===== src/rtl/cpu_trace_pkg.sv =====
// Shared definitions for the CPU trace sequencer: FSM states, beat kind codes
// and the record counter width.
package cpu_trace_pkg;

  typedef enum logic [2:0] {
    ST_IDLE,
    ST_EMIT_PC,
    ST_EMIT_INSTR,
    ST_EMIT_REG,
    ST_FINISHED
  } trace_state_t;

  localparam logic [1:0] KIND_PC    = 2'd0;
  localparam logic [1:0] KIND_INSTR = 2'd1;
  localparam logic [1:0] KIND_REG   = 2'd2;

  localparam int RECORD_CNT_W = 16;

endpackage


===== src/rtl/regfile_trace_ctrl.sv =====
// Trace sequencer: after each retired instruction, stalls the core and streams
// PC, instruction word and all register-file entries over a valid/ready port.
import cpu_trace_pkg::*;

module regfile_trace_ctrl #(
  parameter int NUM_REGS    = 32,
  parameter int REG_AW      = 5,
  parameter int DATA_W      = 32,
  parameter int MAX_RECORDS = 153
) (
  input  logic                    clk,
  input  logic                    rst,
  input  logic                    enable,
  input  logic                    retire_valid,
  input  logic [DATA_W-1:0]       retire_pc,
  input  logic [DATA_W-1:0]       retire_instr,
  output logic                    cpu_stall,
  output logic [REG_AW-1:0]       rf_raddr,
  input  logic [DATA_W-1:0]       rf_rdata,
  output logic                    out_valid,
  input  logic                    out_ready,
  output logic [1:0]              out_kind,
  output logic [REG_AW-1:0]       out_index,
  output logic [DATA_W-1:0]       out_data,
  output logic [RECORD_CNT_W-1:0] record_count,
  output logic                    done,
  output logic                    overrun
);

  trace_state_t            state, state_nxt;
  logic [REG_AW-1:0]       reg_idx, reg_idx_nxt;
  logic [DATA_W-1:0]       held_pc, held_instr;
  logic                    latch_retire;
  logic                    record_done;
  logic                    handshake;
  logic                    last_reg;
  logic [RECORD_CNT_W-1:0] count_inc;

  assign handshake = out_valid && out_ready;
  assign last_reg  = (reg_idx == REG_AW'(NUM_REGS - 1));
  assign count_inc = record_count + RECORD_CNT_W'(1);

  always_ff @(posedge clk) begin
    if (rst) begin
      state        <= ST_IDLE;
      reg_idx      <= '0;
      held_pc      <= '0;
      held_instr   <= '0;
      record_count <= '0;
      overrun      <= 1'b0;
    end else begin
      state   <= state_nxt;
      reg_idx <= reg_idx_nxt;
      if (latch_retire) begin
        held_pc    <= retire_pc;
        held_instr <= retire_instr;
      end
      if (record_done) record_count <= count_inc;
      // A retire while the core is supposedly frozen means the stall was ignored.
      if (retire_valid && cpu_stall) overrun <= 1'b1;
    end
  end

  always_comb begin
    state_nxt    = state;
    reg_idx_nxt  = reg_idx;
    latch_retire = 1'b0;
    record_done  = 1'b0;
    cpu_stall    = 1'b0;
    out_valid    = 1'b0;
    out_kind     = KIND_PC;
    out_index    = '0;
    out_data     = '0;
    rf_raddr     = '0;
    done         = 1'b0;

    unique case (state)
      ST_IDLE: begin
        if (enable && retire_valid) begin
          latch_retire = 1'b1;
          state_nxt    = ST_EMIT_PC;
        end
      end
      ST_EMIT_PC: begin
        cpu_stall = 1'b1;
        out_valid = 1'b1;
        out_kind  = KIND_PC;
        out_data  = held_pc;
        if (handshake) state_nxt = ST_EMIT_INSTR;
      end
      ST_EMIT_INSTR: begin
        cpu_stall = 1'b1;
        out_valid = 1'b1;
        out_kind  = KIND_INSTR;
        out_data  = held_instr;
        if (handshake) begin
          state_nxt   = ST_EMIT_REG;
          reg_idx_nxt = '0;
        end
      end
      ST_EMIT_REG: begin
        cpu_stall = 1'b1;
        out_valid = 1'b1;
        out_kind  = KIND_REG;
        out_index = reg_idx;
        rf_raddr  = reg_idx;
        out_data  = rf_rdata;
        if (handshake) begin
          if (last_reg) begin
            record_done = 1'b1;
            reg_idx_nxt = '0;
            state_nxt   = (count_inc == RECORD_CNT_W'(MAX_RECORDS)) ? ST_FINISHED : ST_IDLE;
          end else begin
            reg_idx_nxt = reg_idx + REG_AW'(1);
          end
        end
      end
      ST_FINISHED: begin
        done = 1'b1;
      end
      default: begin
        state_nxt = ST_IDLE;
      end
    endcase
  end

endmodule

===== config.mk =====
export PLATFORM = sky130hd
export DESIGN_NAME = regfile_trace_ctrl
export DESIGN_NICKNAME = d
export VERILOG_FILES = /design/src/rtl/cpu_trace_pkg.sv /design/src/rtl/regfile_trace_ctrl.sv
export SDC_FILE = /design/constraint.sdc
export NUM_CORES = 1
export LEC_CHECK = 0
export CAP_MARGIN = 15
export CELL_PAD_IN_SITES_DETAIL_PLACEMENT = 0
export CELL_PAD_IN_SITES_GLOBAL_PLACEMENT = 1
export CORE_MARGIN = 3
export CORE_UTILIZATION = 34
export CTS_CLUSTER_DIAMETER = 60
export DETAILED_ROUTE_END_ITERATION = 8
export HOLD_SLACK_MARGIN = 0.03
export PLACE_DENSITY = 0.83
export SLEW_MARGIN = 10
export SYNTH_ARGS = -nofsm -noshare
export SYNTH_HDL_FRONTEND = slang
export SYNTH_SLANG_ARGS = --single-unit

===== constraint.sdc =====
create_clock -name clk -period 3.3 [get_ports clk]
set_clock_uncertainty 0.05 [all_clocks]
set_input_delay 0.66 -clock clk [delete_from_list [all_inputs] [get_ports clk]]
set_output_delay 0.66 -clock clk [all_outputs]
set_load 0.02 [all_outputs]

==> results.cfg, run 1 <==
[run_status]
outcome = complete, no violations

[die]
die_y_um = 121
ios = 165
start_util_pct = 35.3
die_w_um = 121
num_rows = 41
dieArea_mm2 = 0.0147
core_region_area_mm2 = 0.0128

[final_layout]
area_growth_pct = 45.2
utilization_pct = 51.2
finalNonFillerCells = 890
antenna-diode-count = 0
post-route-cell-area_mm2 = 0.00654
nets = 819
drive_above_1_share_pct = 9.61

[routing]
ant_nets = 0
num_vias = 4538
drtIter0Drc = 385
drc_errors = 0
vias_per_cell = 5.10
dr.pass1.iters = 5
post_drt_wl_per_cell_um = 16.0
wl_um = 14300

[timing]
min_period_over_period_pct = 91.3
fin_tns_setup_ns = 0
hold_viol_final = 0
period_needed_ns = 3.01
tightest_slew_ns = 0.698
finalSetupViolations = 0
grt_setup_unrepaired = false
whs_ns = 0.404
finalMaxSlewViolations = 0
fmax_mhz = 332
maxSlewHeadroom_pct = 53.5

[place]
routabilityCongestion = 0.779
dp_hpwl_um = 9840
placed_cells = 875
port_buffers = 164
placed_area_mm2 = 0.00622

[power_and_ir_drop]
power.share.clock_pct = 41.7
p_int_uw = 2010
seq_power_share_pct = 43.0
vdd_drop_max_mv = 0.272
p_comb_share_pct = 15.3
power.density_mw_per_mm2 = 406
leakagePower_uw = 0.00238
p_switching_uw = 644
swShare_pct = 24.3

[clock_network]
cts_tree = yes
cts_resized = 0
htreeDepth = 3
holdBufCountCts = 0
cts_sinks = 89
post-cts-setup-buffer-count = 0
clk_pin_slew_ns = 0.06
cts-buffers-inserted = 9
clk_path_buf_depth = 2
clk_latency_ns = 0.34
cts_root_buf = clkbuf_16

[worst_setup_path]
startpoint_type = register
crit_path_end_kind = primary output
rrSetupSlack_ns = 0.95
cp_data_required_time_ns = 2.59
critPathArrivalTime_ns = 2.30
ff2ff_path_depth = 6
worstSetupPathType = register to primary output
crit_fanout = 46

[logic_synthesis]
synth.top_cell.area_share_pct = 39.6
postSynthAreaPerCell_um2 = 7.78
synth_ff_type = dfxtp_1
synth_seq_area_share_pct = 39.6
synth_edf_count = 0
synth_area_leaders = dfxtp_1 40%, nand2_1 12%, mux2_2 8.3%, a21oi_1 7.9%, a22oi_1 5.3%
synth_area_mm2 = 0.00450
syn_inst = 579
synth_top_area_cell = dfxtp_1
synth.most_common_cell = nand2_1
synth_warnings = 0
ys_async_sr_fraction_pct = 0
synth_cell_types = 47
ys_seq_elements = 89
synth_common_cells = 147 x nand2_1, 89 x dfxtp_1, 71 x a21oi_1
synth_nets = 684

[min_path]
hold_path.class = register to register
hold_depth = 2

[global_route]
overflow = 0
grtUsageTotal_pct = 19.5
antenna_found_initial = 0
first_global_vias = 4490
grt_max_degree = 65
grt_pass1_wl_um = 22900

[flow_run]
cap_violations = 0
[routing by layer]
metal / global-route usage, % / share of wire (%) / vias to the layer above
li1: - / - / 2231
met5: 0 / 0 / -
met2: 31.8 / 49 / 160
met3: 4.66 / 6.8 / 20
met4: 8.14 / 2.3 / 0
met1: 24.6 / 42 / 2127
[final timing paths]
check         startpoint                to
max             state[0]       out_kind[1]
min          held_pc[13]       held_pc[13]
max reg2reg     state[0]  record_count[13]
min reg2reg  held_pc[13]       held_pc[13]
[power by group through the flow]
stage	sequential, uW	clock [uW]	combinational, uW
3_5_place_dp	1160	0	408
2_1_floorplan	1160	0	206
5_1_grt	1150	1170	442
4_1_cts	1140	1130	410
3_3_place_gp	1160	0	404
6_report	1140	1100	406
[cell families after synthesis]
family          count (synthesis)  share of synthesized area (%)
mux                            34                           8.47
simple gates                  260                           25.7
flops                          89                           39.6
xor+xnor                       19                           3.70
compound gates                118                           16.0
fa+ha+maj                       4                           1.11
buf+inv                        55                           5.47
[registers in the layout, summed over array words and instances, names as in the netlist]
| name | flops |
|---|---|
| held_instr | 32 |
| held_pc | 32 |
| record_count | 16 |
| reg_idx | 5 |
| state | 3 |
| overrun | 1 |
[placed cells by master (no fill, tap or decap), drive strengths merged, types with 7 or more instances in the layout]
cell / n
clkdlybuf4s50: 163
nand2: 147
dfxtp: 89
a21oi: 71
nor2: 60
mux2: 33
a22oi: 32
xor2: 12
nand3: 11
clkbuf: 10
buf: 10
nand4: 9
and3: 7
xnor2: 7
[critical path, cell delays in order, from the launching register on]
cell,delay [ns]
dfxtp_2,0.33
buf_4,0.47
nand3b_1,0.40
inv_1,0.14
clkdlybuf4s50_1,0.61
[area by class of cell]
type / count / area, um2
Fill cell: 1217 / 6240
Multi-Input combinational cell: 435 / 2480
Sequential cell: 89 / 1780
Timing Repair Buffer: 173 / 1720
Clock buffer: 10 / 239
Tap cell: 172 / 215
Clock inverter: 5 / 80.1
Inverter: 6 / 22.5
[metrics by stage]
| stage | setup WS [ns] | power (uW) |
|---|---|---|
| finish | 0.286 | 2650 |
| global route | 0.117 | 2760 |
| CTS | 0.250 | 2680 |
| detailed placement | 0.419 | 1570 |
| global placement | 0.385 | 1570 |
| floorplan | 1.13 | 1360 |
Power figures use the tool's default switching activity.
==> inputs of run 2 (changes only) <==
CTS_CLUSTER_SIZE = 10   (was default)
==> results of run 2 <==
No change in the layout: final DEF, timing and power equal those of run 1.
